===== config.mk =====
export PLATFORM = sky130hd
export DESIGN_NAME = seq_display_ctrl_n_flat
export DESIGN_NICKNAME = d
export VERILOG_FILES = /design/src/rtl/seq_display_ctrl_n_pkg.sv /design/src/rtl/seq_display_ctrl_n_if.sv /design/src/rtl/seq_display_ctrl_n_tick_timer.sv /design/src/rtl/seq_display_ctrl_n.sv /design/src/flat_wrapper.sv
export SDC_FILE = /design/constraint.sdc
export NUM_CORES = 1
export LEC_CHECK = 0
export CORE_MARGIN = 4
export CORE_UTILIZATION = 65
export CTS_CLUSTER_SIZE = 12
export DETAILED_ROUTE_END_ITERATION = 8
export GPL_ROUTABILITY_DRIVEN = 0
export GPL_TIMING_DRIVEN = 1
export PLACE_DENSITY_LB_ADDON = 0.25
export SETUP_SLACK_MARGIN = 0.5
export SYNTH_ARGS = -nofsm -noshare
export SYNTH_HDL_FRONTEND = slang
export SYNTH_HIERARCHICAL = 1
export SYNTH_SLANG_ARGS = --single-unit

===== constraint.sdc =====
create_clock -name clk -period 30.9 [get_ports clk]
set_input_delay 4.635 -clock clk [delete_from_list [all_inputs] [get_ports clk]]
set_output_delay 4.635 -clock clk [all_outputs]
set_load 0.005 [all_outputs]

===== src/rtl/seq_display_ctrl_n_pkg.sv =====
// Shared types and helpers for the sequence-display controller.
// State encodings stay as legacy 2-bit constants so the enum is bit-compatible.
package seq_disp_pkg;

   localparam logic [1:0] ST_IDLE = 2'd0;
   localparam logic [1:0] ST_SHOW = 2'd1;
   localparam logic [1:0] ST_GAP  = 2'd2;
   localparam logic [1:0] ST_FIN  = 2'd3;

   typedef enum logic [1:0] {
      IDLE = ST_IDLE,
      SHOW = ST_SHOW,
      GAP  = ST_GAP,
      FIN  = ST_FIN
   } state_t;

   localparam int unsigned DIGIT_BLANK = 0;

   // On-time for a sequence of `len` digits; the reduction never wraps below zero.
   function automatic logic [63:0] ontime(input logic [63:0] len,
                                          input logic [63:0] base,
                                          input logic [63:0] step,
                                          input logic [63:0] floor_t);
      logic [63:0] red;
      logic [63:0] res;
      red = (len == 64'd0) ? 64'd0 : step * (len - 64'd1);
      if (red >= base)
         res = floor_t;
      else if ((base - red) < floor_t)
         res = floor_t;
      else
         res = base - red;
      return res;
   endfunction

endpackage


===== src/rtl/seq_display_ctrl_n_if.sv =====
// Game-FSM <-> display-controller bus. Adds `pause` when SEQ_DISP_PAUSE_EN is defined.
interface seq_display_ctrl_n_if #(
   parameter int unsigned DIGIT_W = 4,
   parameter int unsigned MAX_LEN = 8,
   parameter int unsigned LVL_W   = 4
);
   localparam int unsigned IDX_W = (MAX_LEN > 1) ? $clog2(MAX_LEN) : 1;

   logic                       start;
   logic                       abort;
   logic [LVL_W-1:0]           level;
   logic [MAX_LEN*DIGIT_W-1:0] seq;
`ifdef SEQ_DISP_PAUSE_EN
   logic                       pause;
`endif
   logic [DIGIT_W-1:0]         digit_out;
   logic                       digit_valid;
   logic [IDX_W-1:0]           digit_idx;
   logic                       busy;
   logic                       done;

   modport master (
      output start, abort, level, seq,
`ifdef SEQ_DISP_PAUSE_EN
      output pause,
`endif
      input  digit_out, digit_valid, digit_idx, busy, done
   );

   modport slave (
      input  start, abort, level, seq,
`ifdef SEQ_DISP_PAUSE_EN
      input  pause,
`endif
      output digit_out, digit_valid, digit_idx, busy, done
   );

endinterface


===== src/rtl/seq_display_ctrl_n_tick_timer.sv =====
// Loadable down-counter; expire is high on the last enabled cycle of a loaded interval.
module tick_timer #(
   parameter int unsigned TICK_W = 26
) (
   input  logic              clk,
   input  logic              rst,
   input  logic              load,
   input  logic              en,
   input  logic [TICK_W-1:0] load_val,
   output logic              expire
);

   logic [TICK_W-1:0] count;

   always_ff @(posedge clk) begin
      if (!rst)
         count <= '0;
      else if (load)
         count <= load_val;
      else if (en && (count != '0))
         count <= count - TICK_W'(1);
   end

   assign expire = en && (count == '0);

endmodule


===== src/rtl/seq_display_ctrl_n.sv =====
// Sequence-display controller: plays back the first `level` digits of a packed sequence.
// Optional macro SEQ_DISP_PAUSE_EN adds a pause input that freezes playback.
module seq_display_ctrl_n
   import seq_disp_pkg::*;
#(
   parameter int unsigned DIGIT_W    = 4,
   parameter int unsigned MAX_LEN    = 8,
   parameter int unsigned LVL_W      = 4,
   parameter int unsigned TICK_W     = 26,
   parameter int unsigned BASE_TICKS = 50_000_000,
   parameter int unsigned STEP_TICKS = 5_000_000,
   parameter int unsigned MIN_TICKS  = 10_000_000,
   parameter int unsigned GAP_TICKS  = 5_000_000
) (
   input logic                 clk,
   input logic                 rst,
   seq_display_ctrl_n_if.slave bus
);

   localparam int unsigned IDX_W = (MAX_LEN > 1) ? $clog2(MAX_LEN) : 1;
   localparam int unsigned LEN_W = $clog2(MAX_LEN + 1);
   localparam int unsigned SEQ_W = MAX_LEN * DIGIT_W;

   state_t             state_q, state_d;
   logic [SEQ_W-1:0]   seq_q;
   logic [LEN_W-1:0]   len_q;
   logic [TICK_W-1:0]  ton_q;
   logic [IDX_W-1:0]   idx_q, idx_d, idx_nxt;
   logic [DIGIT_W-1:0] dout_q, dout_d;
   logic               valid_q, valid_d;
   logic               busy_q, busy_d;
   logic               done_q, done_d;
   logic [LEN_W-1:0]   len_eff;
   logic [TICK_W-1:0]  ton_eff;
   logic               latch;
   logic               t_load, t_en, t_expire;
   logic [TICK_W-1:0]  t_val;
   logic               pause_i;
   logic               is_last;

`ifdef SEQ_DISP_PAUSE_EN
   assign pause_i = bus.pause;
`else
   assign pause_i = 1'b0;
`endif

   function automatic logic [DIGIT_W-1:0] pick(input logic [SEQ_W-1:0] s,
                                               input logic [IDX_W-1:0] i);
      return s[(MAX_LEN - 1 - 32'(i)) * DIGIT_W +: DIGIT_W];
   endfunction

   function automatic logic [TICK_W-1:0] dec(input logic [TICK_W-1:0] x);
      return (x == '0) ? '0 : x - TICK_W'(1);
   endfunction

   assign len_eff = (32'(bus.level) > MAX_LEN) ? LEN_W'(MAX_LEN) : LEN_W'(bus.level);
   assign ton_eff = TICK_W'(ontime(64'(len_eff), 64'(BASE_TICKS),
                                   64'(STEP_TICKS), 64'(MIN_TICKS)));
   assign is_last = ((32'(idx_q) + 32'd1) == 32'(len_q));
   assign idx_nxt = idx_q + IDX_W'(1);
   assign t_en    = ((state_q == SHOW) || (state_q == GAP)) && !pause_i;

   tick_timer #(.TICK_W(TICK_W)) u_timer (
      .clk      (clk),
      .rst      (rst),
      .load     (t_load),
      .en       (t_en),
      .load_val (t_val),
      .expire   (t_expire)
   );

   // Outputs are computed one cycle ahead so every port comes straight from a flop.
   always_comb begin
      state_d = state_q;
      idx_d   = idx_q;
      dout_d  = dout_q;
      valid_d = valid_q;
      busy_d  = busy_q;
      done_d  = 1'b0;
      latch   = 1'b0;
      t_load  = 1'b0;
      t_val   = '0;
      case (state_q)
         IDLE: begin
            if (bus.start) begin
               latch = 1'b1;
               idx_d = '0;
               if (len_eff == '0) begin
                  state_d = FIN;
                  done_d  = 1'b1;
               end else begin
                  state_d = SHOW;
                  valid_d = 1'b1;
                  dout_d  = pick(bus.seq, '0);
                  busy_d  = 1'b1;
                  t_load  = 1'b1;
                  t_val   = dec(ton_eff);
               end
            end
         end
         SHOW, GAP: begin
            if (bus.abort) begin
               state_d = IDLE;
               idx_d   = '0;
               valid_d = 1'b0;
               dout_d  = DIGIT_W'(DIGIT_BLANK);
               busy_d  = 1'b0;
            end else if (t_expire) begin
               if ((state_q == SHOW) && is_last) begin
                  state_d = FIN;
                  idx_d   = '0;
                  valid_d = 1'b0;
                  dout_d  = DIGIT_W'(DIGIT_BLANK);
                  busy_d  = 1'b0;
                  done_d  = 1'b1;
               end else if ((state_q == SHOW) && (GAP_TICKS != 0)) begin
                  state_d = GAP;
                  valid_d = 1'b0;
                  dout_d  = DIGIT_W'(DIGIT_BLANK);
                  t_load  = 1'b1;
                  t_val   = TICK_W'(GAP_TICKS - 1);
               end else begin
                  state_d = SHOW;
                  idx_d   = idx_nxt;
                  valid_d = 1'b1;
                  dout_d  = pick(seq_q, idx_nxt);
                  t_load  = 1'b1;
                  t_val   = dec(ton_q);
               end
            end
         end
         FIN: begin
            state_d = IDLE;
         end
         default: state_d = IDLE;
      endcase
   end

   always_ff @(posedge clk) begin
      if (!rst) begin
         state_q <= IDLE;
         seq_q   <= '0;
         len_q   <= '0;
         ton_q   <= '0;
         idx_q   <= '0;
         dout_q  <= '0;
         valid_q <= 1'b0;
         busy_q  <= 1'b0;
         done_q  <= 1'b0;
      end else begin
         state_q <= state_d;
         idx_q   <= idx_d;
         dout_q  <= dout_d;
         valid_q <= valid_d;
         busy_q  <= busy_d;
         done_q  <= done_d;
         if (latch) begin
            seq_q <= bus.seq;
            len_q <= len_eff;
            ton_q <= ton_eff;
         end
      end
   end

   assign bus.digit_out   = dout_q;
   assign bus.digit_valid = valid_q;
   assign bus.digit_idx   = idx_q;
   assign bus.busy        = busy_q;
   assign bus.done        = done_q;

endmodule


===== src/flat_wrapper.sv =====
// flat-port wrapper written by rule: the top's interface ports become plain ports
module seq_display_ctrl_n_flat import seq_disp_pkg::*;
#(
   parameter int unsigned DIGIT_W    = 4,
   parameter int unsigned MAX_LEN    = 8,
   parameter int unsigned LVL_W      = 4,
   parameter int unsigned TICK_W     = 26,
   parameter int unsigned BASE_TICKS = 50_000_000,
   parameter int unsigned STEP_TICKS = 5_000_000,
   parameter int unsigned MIN_TICKS  = 10_000_000,
   parameter int unsigned GAP_TICKS  = 5_000_000
)
  (clk, rst, bus_start, bus_abort, bus_level, bus_seq, bus_digit_out, bus_digit_valid, bus_digit_idx, bus_busy, bus_done);
  seq_display_ctrl_n_if #(.DIGIT_W(DIGIT_W), .MAX_LEN(MAX_LEN), .LVL_W(LVL_W)) bus_i ();
  input logic clk;
  input logic rst;
  input wire logic [$bits(bus_i.start)-1:0] bus_start;
  input wire logic [$bits(bus_i.abort)-1:0] bus_abort;
  input wire logic [$bits(bus_i.level)-1:0] bus_level;
  input wire logic [$bits(bus_i.seq)-1:0] bus_seq;
  output wire logic [$bits(bus_i.digit_out)-1:0] bus_digit_out;
  output wire logic [$bits(bus_i.digit_valid)-1:0] bus_digit_valid;
  output wire logic [$bits(bus_i.digit_idx)-1:0] bus_digit_idx;
  output wire logic [$bits(bus_i.busy)-1:0] bus_busy;
  output wire logic [$bits(bus_i.done)-1:0] bus_done;
  assign bus_i.start = bus_start;
  assign bus_i.abort = bus_abort;
  assign bus_i.level = bus_level;
  assign bus_i.seq = bus_seq;
  assign bus_digit_out = bus_i.digit_out;
  assign bus_digit_valid = bus_i.digit_valid;
  assign bus_digit_idx = bus_i.digit_idx;
  assign bus_busy = bus_i.busy;
  assign bus_done = bus_i.done;
  seq_display_ctrl_n #(.DIGIT_W(DIGIT_W), .MAX_LEN(MAX_LEN), .LVL_W(LVL_W), .TICK_W(TICK_W), .BASE_TICKS(BASE_TICKS), .STEP_TICKS(STEP_TICKS), .MIN_TICKS(MIN_TICKS), .GAP_TICKS(GAP_TICKS)) u_core (.clk(clk), .rst(rst), .bus(bus_i));
endmodule

==> results of run 1 <==
-- tightest hold or removal path, stage by stage (launching register included) --
cell      delay [ps]
dfxtp_1          310
nand2_1           40
a21boi_0          60
-- power by group --
group | switching [W] | leakage, nW | internal (W) | total, W
combinational | 0.000344 | 3.05 | 0.000207 | 0.000550
sequential | 0.0000320 | 0.772 | 0.000153 | 0.000185
clock | 0.0000529 | 0.151 | 0.0000648 | 0.000118
total | 0.000428 | 3.97 | 0.000424 | 0.000852
-- per-stage QoR --
stage          power [W]  setup slack (ps)
2_1_floorplan   0.000602             16360
3_3_place_gp    0.000706             15920
3_5_place_dp    0.000717             15560
4_1_cts         0.000840             15920
5_1_grt         0.000917             15020
6_report        0.000852             15730
-- placed cells by master (no fill, tap or decap), types with 5 or more instances in the layout --
| cell | n |
|---|---|
| and4_1 | 11 |
| o41ai_1 | 13 |
| nor3_1 | 41 |
| o31ai_1 | 12 |
| or3_1 | 14 |
| clkbuf_16 | 9 |
| nor2b_1 | 10 |
| or4_1 | 16 |
| a21oi_1 | 45 |
| mux2i_1 | 10 |
| nand4b_1 | 5 |
| nor2_1 | 74 |
| dfxtp_1 | 94 |
| nor4_1 | 15 |
| xnor2_1 | 45 |
| a31oi_1 | 37 |
| o21ai_0 | 72 |
| nand2_1 | 152 |
| o22ai_1 | 10 |
| o32ai_1 | 9 |
| clkdlybuf4s50_1 | 48 |
| mux4_2 | 8 |
| xor2_1 | 20 |
| buf_4 | 7 |
| o21a_1 | 7 |
| nand4_1 | 6 |
| inv_1 | 62 |
| a21o_1 | 7 |
| fa_1 | 21 |
| o211a_1 | 9 |
| nand3_1 | 24 |
| ha_1 | 75 |
| a21boi_0 | 40 |
| and3_1 | 8 |
| o211ai_1 | 11 |
| and2_1 | 24 |
| nand2b_1 | 13 |
| or2_2 | 5 |
| a211oi_1 | 11 |
-- layout make-up --
cell class,count,area (um^2)
inverter,65,244
sequential,94,1880
clock buffer,9,225
clock inverter,7,91.3
timing repair buffer,56,538
multi-input combinational,963,6880
tap,180,225
fill,1100,3850
-- routing by layer --
| layer | up-vias | wire length [um] |
|---|---|---|
| li1 | 4365 | - |
| met1 | 4238 | 10700 |
| met5 | - | 0 |
| met4 | 0 | 604 |
| met2 | 432 | 11400 |
| met3 | 64 | 1990 |
-- registers in the layout (all words and copies together) (netlist names), 2 cells and up --
signal,flops
u_core/len_q,4
u_core/ton_q,20
u_core/seq_q,32
u_core/bus.digit_out,4
u_core/state_q,2
u_core/u_timer/count,26
u_core/bus.digit_idx,3
-- Yosys cell counts (4+ instances only) --
cell,number,area share
o211a_1,9,0.0097
nor3_1,41,0.022
o41ai_1,13,0.012
buf_2,9,0.0048
a21oi_1,45,0.024
o21ai_0,72,0.039
fa_1,21,0.045
mux2i_1,10,0.011
dfxtp_1,94,0.20
a211oi_1,11,0.0089
xor2_1,20,0.019
clkbuf_1,50,0.020
nand2_1,153,0.062
or4_1,16,0.013
inv_1,62,0.025
o211ai_1,11,0.0089
o21a_1,7,0.0056
nor2b_1,10,0.0067
nand3_1,24,0.013
nand4_1,6,0.0040
nor4_1,15,0.010
and3_1,8,0.0054
o32ai_1,9,0.0085
a22oi_1,4,0.0032
buf_1,5,0.0020
or3_1,14,0.0094
nand2b_1,13,0.0087
nor2_1,74,0.030
ha_1,75,0.10
mux4_2,8,0.019
xnor2_1,45,0.042
a21o_1,7,0.0056
and2_1,25,0.017
nand4b_1,5,0.0047
a31oi_1,37,0.025
or2_2,5,0.0034
o31ai_1,12,0.0097
and4_1,11,0.010
a21boi_0,40,0.032
o22ai_1,10,0.0067
-- how the worst min path moves through the flow --
stage,start,endpoint,slack [ps],depth (start not counted)
3_5_place_dp,u_core/seq_q[28]$_SDFFE_PN0P_,u_core/seq_q[28]$_SDFFE_PN0P_,460,2
3_3_place_gp,u_core/seq_q[13]$_SDFFE_PN0P_,u_core/seq_q[13]$_SDFFE_PN0P_,450,2
2_1_floorplan,u_core/seq_q[0]$_SDFFE_PN0P_,u_core/seq_q[0]$_SDFFE_PN0P_,440,2
4_1_cts,u_core/seq_q[15]$_SDFFE_PN0P_,u_core/seq_q[15]$_SDFFE_PN0P_,470,2
5_1_grt,u_core/seq_q[17]$_SDFFE_PN0P_,u_core/seq_q[17]$_SDFFE_PN0P_,490,2
6_report,u_core/seq_q[7]$_SDFFE_PN0P_,u_core/seq_q[7]$_SDFFE_PN0P_,460,2
-- cells by family after synthesis --
family	count (synthesis)
compound gates	331
xor+xnor	65
fa+ha+maj	96
buf+inv	134
flops	94
mux	22
simple gates	449
==> metrics, run 1 <==
Die Wd 128 um; initial antenna violation count 0; crit path time final 15170 ps; compound-cell area share of the yosys netlist 0.248; worst r2r src u_core/u_timer/count[0]$_SDFFE_PN0P_; WP depth 38; M2 GR Usage 0.494; IO Pins 50; pwr dens ~85 nW/um^2; first-pass GRT wire length 40900 um; Routed WL per cell 18.0 um; crit path max fanout 51; core region area between 10000 and 15000 um^2; Post-Syn Nets 1327; clock skew roughly 7 ps; Area after DPL 9770 um^2; Reg clk slew, reported paths approximately 70 ps; Worst setup EP type register; Static Leak 3.97 nW; Routed WL 24800 um; Final ANT Viol Nets 0; buffers plus inverters on the worst setup path 9; row count 43; startpoint types input port; Min-Delay Path Class register to register; register-to-register setup slack 26930 ps; Synth Area in Simple Gates 0.248; met1 Use GR 0.406; DRT iter0 DRCs 930; GRT met3 Usage 0.0617; area grow syn2layout 8.32%; IO Port Bufs 49; gr usage total 0.301; # diodes 0; Final period util 0.491; Via density 6.62; unrepaired setup endpoints after global routing false; Relative slew margins 0.180; sequential area share after synthesis 0.202; Slew Viols, Final 0; vias in the first global route 8453; Non-Filler Instances about 1400; Worst path slowest cell clkdlybuf4s50_1; outcome finished clean; family with the most delay on the worst path adder cells; worst r2r dst u_core/u_timer/count[19]$_SDFFE_PN0P_; largest family of logic cells by synthesized area simple AND/OR/NAND/NOR gates; Netlist cell types 92; Fin Hold WS 465 ps; number of iterations in the first detailed-routing pass 8; hpwl dp between 15000 and 20000 um; largest net degree at the start of global routing 96; Async S/R FF share, synth 0; clk sink count 94; end point of the critical path u_core/u_timer/count[10]$_SDFFE_PN0P_; Most Crowded Layer GR met2; CTS max path bufs 2; placed cells 1358; Main synth FF type dfxtp_1; setup violators final 0; Max stage delay on crit path 890 ps; cts hold-fix bufs 0; Die ar. 16300 um^2; die span in y roughly 130 um; synthesized instance count between 1000 and 1500; maxcap violations 0; Hold Vio Cnt, Final 0; # nets final 1325; DRC violations left 0; share of layout cells above drive strength 1 0.0578; Initial Util 0.668; Critical Path Start bus_level[3]; reg2reg path depth 16; CTS-repair resized insts 0; Setup TNS Final 0 ps; final instance area 10100 um^2; WS Path Type input port to register; synthesized flop and latch total between 90 and 100; CTS buffer count 9; achievable clock frequency around 0.066 GHz; Ys Warns 6; Remaining Overflow, GRT 0; Worst-Margin Slew 1230 ps; multiplexer share of the synthesized area 0.0352; clock latency on the worst-skew pair 350 ps; Root Driver clkbuf_16; Peak VDD IR 0.0000424 V; total number of vias 9099; Synth Area in Adders 0.146; syn_area_per_cell 7.82 um^2; H-tree depth 3; data arrival time of the critical path 15390 ps; Synth Area in XOR/XNOR 0.0611; synthesized area 9310 um^2; EDFF count, synth 0; CTS tree built; setup bufs post-CTS 0; data required time of the critical path 31110 ps; Layout Utilization 0.724
No activity file was read; power rests on OpenSTA's default activity.
==> run 2, diff against run 1 <==
--- a/config.mk
+++ b/config.mk
@@ -6,7 +6,7 @@
 export NUM_CORES = 1
 export LEC_CHECK = 0
 export CORE_MARGIN = 4
-export CORE_UTILIZATION = 65
+export CORE_UTILIZATION = 56
 export CTS_CLUSTER_SIZE = 12
 export DETAILED_ROUTE_END_ITERATION = 8
 export GPL_ROUTABILITY_DRIVEN = 0
==> constraint.sdc (replaced) <==
create_clock -name clk -period 12.2 [get_ports clk]
set_input_delay 1.83 -clock clk [delete_from_list [all_inputs] [get_ports clk]]
set_output_delay 1.83 -clock clk [all_outputs]
set_load 0.005 [all_outputs]
==> run 2 against run 1 <==
  * Global-route usage down 3.7 points
  * Count of clock-buffer cells in the layout unchanged
  * Clock skew down 0.65 ps
==> metrics, run 2 (synthesis gave the netlist of run 1 again) <==
outcome finished clean; Die Wd 137 um (+7.3%); Routed WL 24700 um (-0.34%); WS Path Type input port to register; hpwl dp 18200 um (+0.96%); Hold Path Sink u_core/seq_q[20]$_SDFFE_PN0P_; data required time of the critical path 12360 ps (-18750 ps); # diodes 0 (unchanged); reg2reg path depth 16 (unchanged); most common cell after layout, fill and taps aside nand2_1; Initial Util 0.578 (-0.0904); CTS max path bufs 2 (unchanged); family with the most delay on the worst path adder cells; area grow syn2layout 9.76%; Non-Filler Instances 1417 (+3.1%); first-pass GRT wire length 40600 um (-0.94%); Worst-Margin Slew 1270 ps (+48.7 ps); initial antenna violation count 0 (unchanged); Hold Startpoint u_core/seq_q[20]$_SDFFE_PN0P_; Post-Place Setup Slack 785 ps (-14780 ps); achievable clock frequency about 0.090 GHz; share of layout cells above drive strength 1 0.0666 (+0.00882); Final ANT Viol Nets 0 (unchanged); Worst setup EP type register; Remaining Overflow, GRT 0 (unchanged); crit path max fanout 18 (-65%); Die ar. 18800 um^2 (+15%); vias in the first global route 8304 (-1.8%); maxcap violations 0 (unchanged); register-to-register setup slack 8100 ps (-18830 ps); Fin Hold WS 464 ps (-0.557 ps); Min-Delay Path Class register to register; gr usage total 0.264 (-0.0371); Reg clk slew, reported paths 70 ps (about the same); Relative slew margins 0.149 (-0.0306); CTS tree built; die span in y 137 um (+7.3%); Root Driver clkbuf_16; Routed WL per cell 17.4 um (-3.4%); worst r2r dst u_core/u_timer/count[19]$_SDFFE_PN0P_; Worst Hold Depth 2 (unchanged); clock latency on the worst-skew pair 340 ps (about the same); Setup TNS Final 0 ps (unchanged); Worst path slowest cell fa_1; IO Pins 50 (unchanged); max reg flops 32 (unchanged); buffers plus inverters on the worst setup path 9 (unchanged); DRC violations left 0 (unchanged); Peak VDD IR 0.0000926 V (+120%); Slew Viols, Final 0 (unchanged); H-tree depth 3 (unchanged); most frequent CP cell ha_1; row count 46 (+7.0%); startpoint types input port; largest net degree at the start of global routing 96 (unchanged); Total Power 0.00215 W (+150%); core region area 16100 um^2 (+16%); Hold Vio Cnt, Final 0 (unchanged); DRT iter0 DRCs 840 (-9.7%); largest reg by FF count u_core/seq_q; commonest cells after routing, fill and taps aside 152 x nand2_1, 94 x dfxtp_1, 75 x ha_1; placed cells 1402 (+3.2%); IO Port Bufs 49 (unchanged); data arrival time of the critical path 11240 ps (-4150 ps); crit path time final 11080 ps; top flop regs u_core/seq_q: 32 flops, u_core/u_timer/count: 26 flops, u_core/ton_q: 20 flops; # nets final 1333 (+0.60%); total number of vias 8908 (-2.1%); Via density 6.29 (-5.1%); worst r2r src u_core/u_timer/count[0]$_SDFFE_PN0P_; clk sink count 94 (unchanged); Final period util 0.908; Static Leak 4.03 nW (+1.3%); clock skew 6.56 ps (-0.652 ps); setup violators final 0 (unchanged); unrepaired setup endpoints after global routing false; Critical Path Start bus_level[3]; Max stage delay on crit path 550 ps (-340 ps); CTS buffer count 9 (unchanged); setup bufs post-CTS 0 (unchanged); pwr dens 210 nW/um^2 (+150%); Final Worst Setup Slack 1120 ps (-14600 ps); number of iterations in the first detailed-routing pass 6 (-2)
run 2: changes by cell type in the layout (fill, tap and decap cells not counted), sizes merged:
cell,previous run,this run
inv,66,65
bufinv,1,2
clkinv,4,3
buf,8,16
run 2: timing repair:
item                       in CTS  in global routing
gates resized for setup         0                  7
hold buffers                    0                  0
hold endpoints to repair        0                  0
setup endpoints to repair       0                  5
run 2: through the flow:
step | instance area, um^2 | utilization
6_report | 10200 | 0.634
3_3_place_gp | 9870 | 0.613
2_1_floorplan | 9320 | -
4_1_cts | 10200 | 0.632
5_1_grt | 10200 | 0.634
3_5_place_dp | 9870 | 0.613
run 2: worst max-delay path by stage:
stage               depth (start not counted)  slack [ps]                                    end
global placement                           39         940  u_core/u_timer/count[10]$_SDFFE_PN0P_
floorplan                                  46         780  u_core/u_timer/count[20]$_SDFFE_PN0P_
CTS                                        37        1120  u_core/u_timer/count[10]$_SDFFE_PN0P_
global route                               41         500  u_core/u_timer/count[10]$_SDFFE_PN0P_
finish                                     39        1120  u_core/u_timer/count[10]$_SDFFE_PN0P_
detailed placement                         37         790  u_core/u_timer/count[10]$_SDFFE_PN0P_
run 2: area by class of cell:
cell class              count  area (um^2)
inverters                  65          249
clock buffers               9          225
repair buffers             64          598
flip-flops and latches     94         1880
multi-input cells         963         6900
clock inverters             6         93.8
well taps                 216          270
fillers                  1467         5900
run 2: power breakdown:
group,leakage [nW],switching [W],internal (W)
registers,0.772,0.0000803,0.000387
clock network,0.158,0.000124,0.000181
logic,3.10,0.000846,0.000533
run 2: metal layers:
layer,share of wire,GRT usage,wire length (um),vias up
li1,-,-,-,4360
met5,0,0,0,-
met3,0.064,0.0460,1590,51
met2,0.45,0.419,11100,327
met1,0.46,0.367,11400,4170
met4,0.024,0.0815,582,0
run 2: worst register-to-register path, stage by stage (launching register included):
cell and delay (ps):
dfxtp_1 350, inv_1 90, ha_1 170, nor3b_2 340, and2_1 270, nand3_1 100
nor3_1 500, nand2_1 200, nor2_1 250, o21ai_0 320, o21a_1 240, or2_2 360
a21oi_1 230, nor2_1 60, a31oi_1 240, o21ai_0 120, nor3_1 180
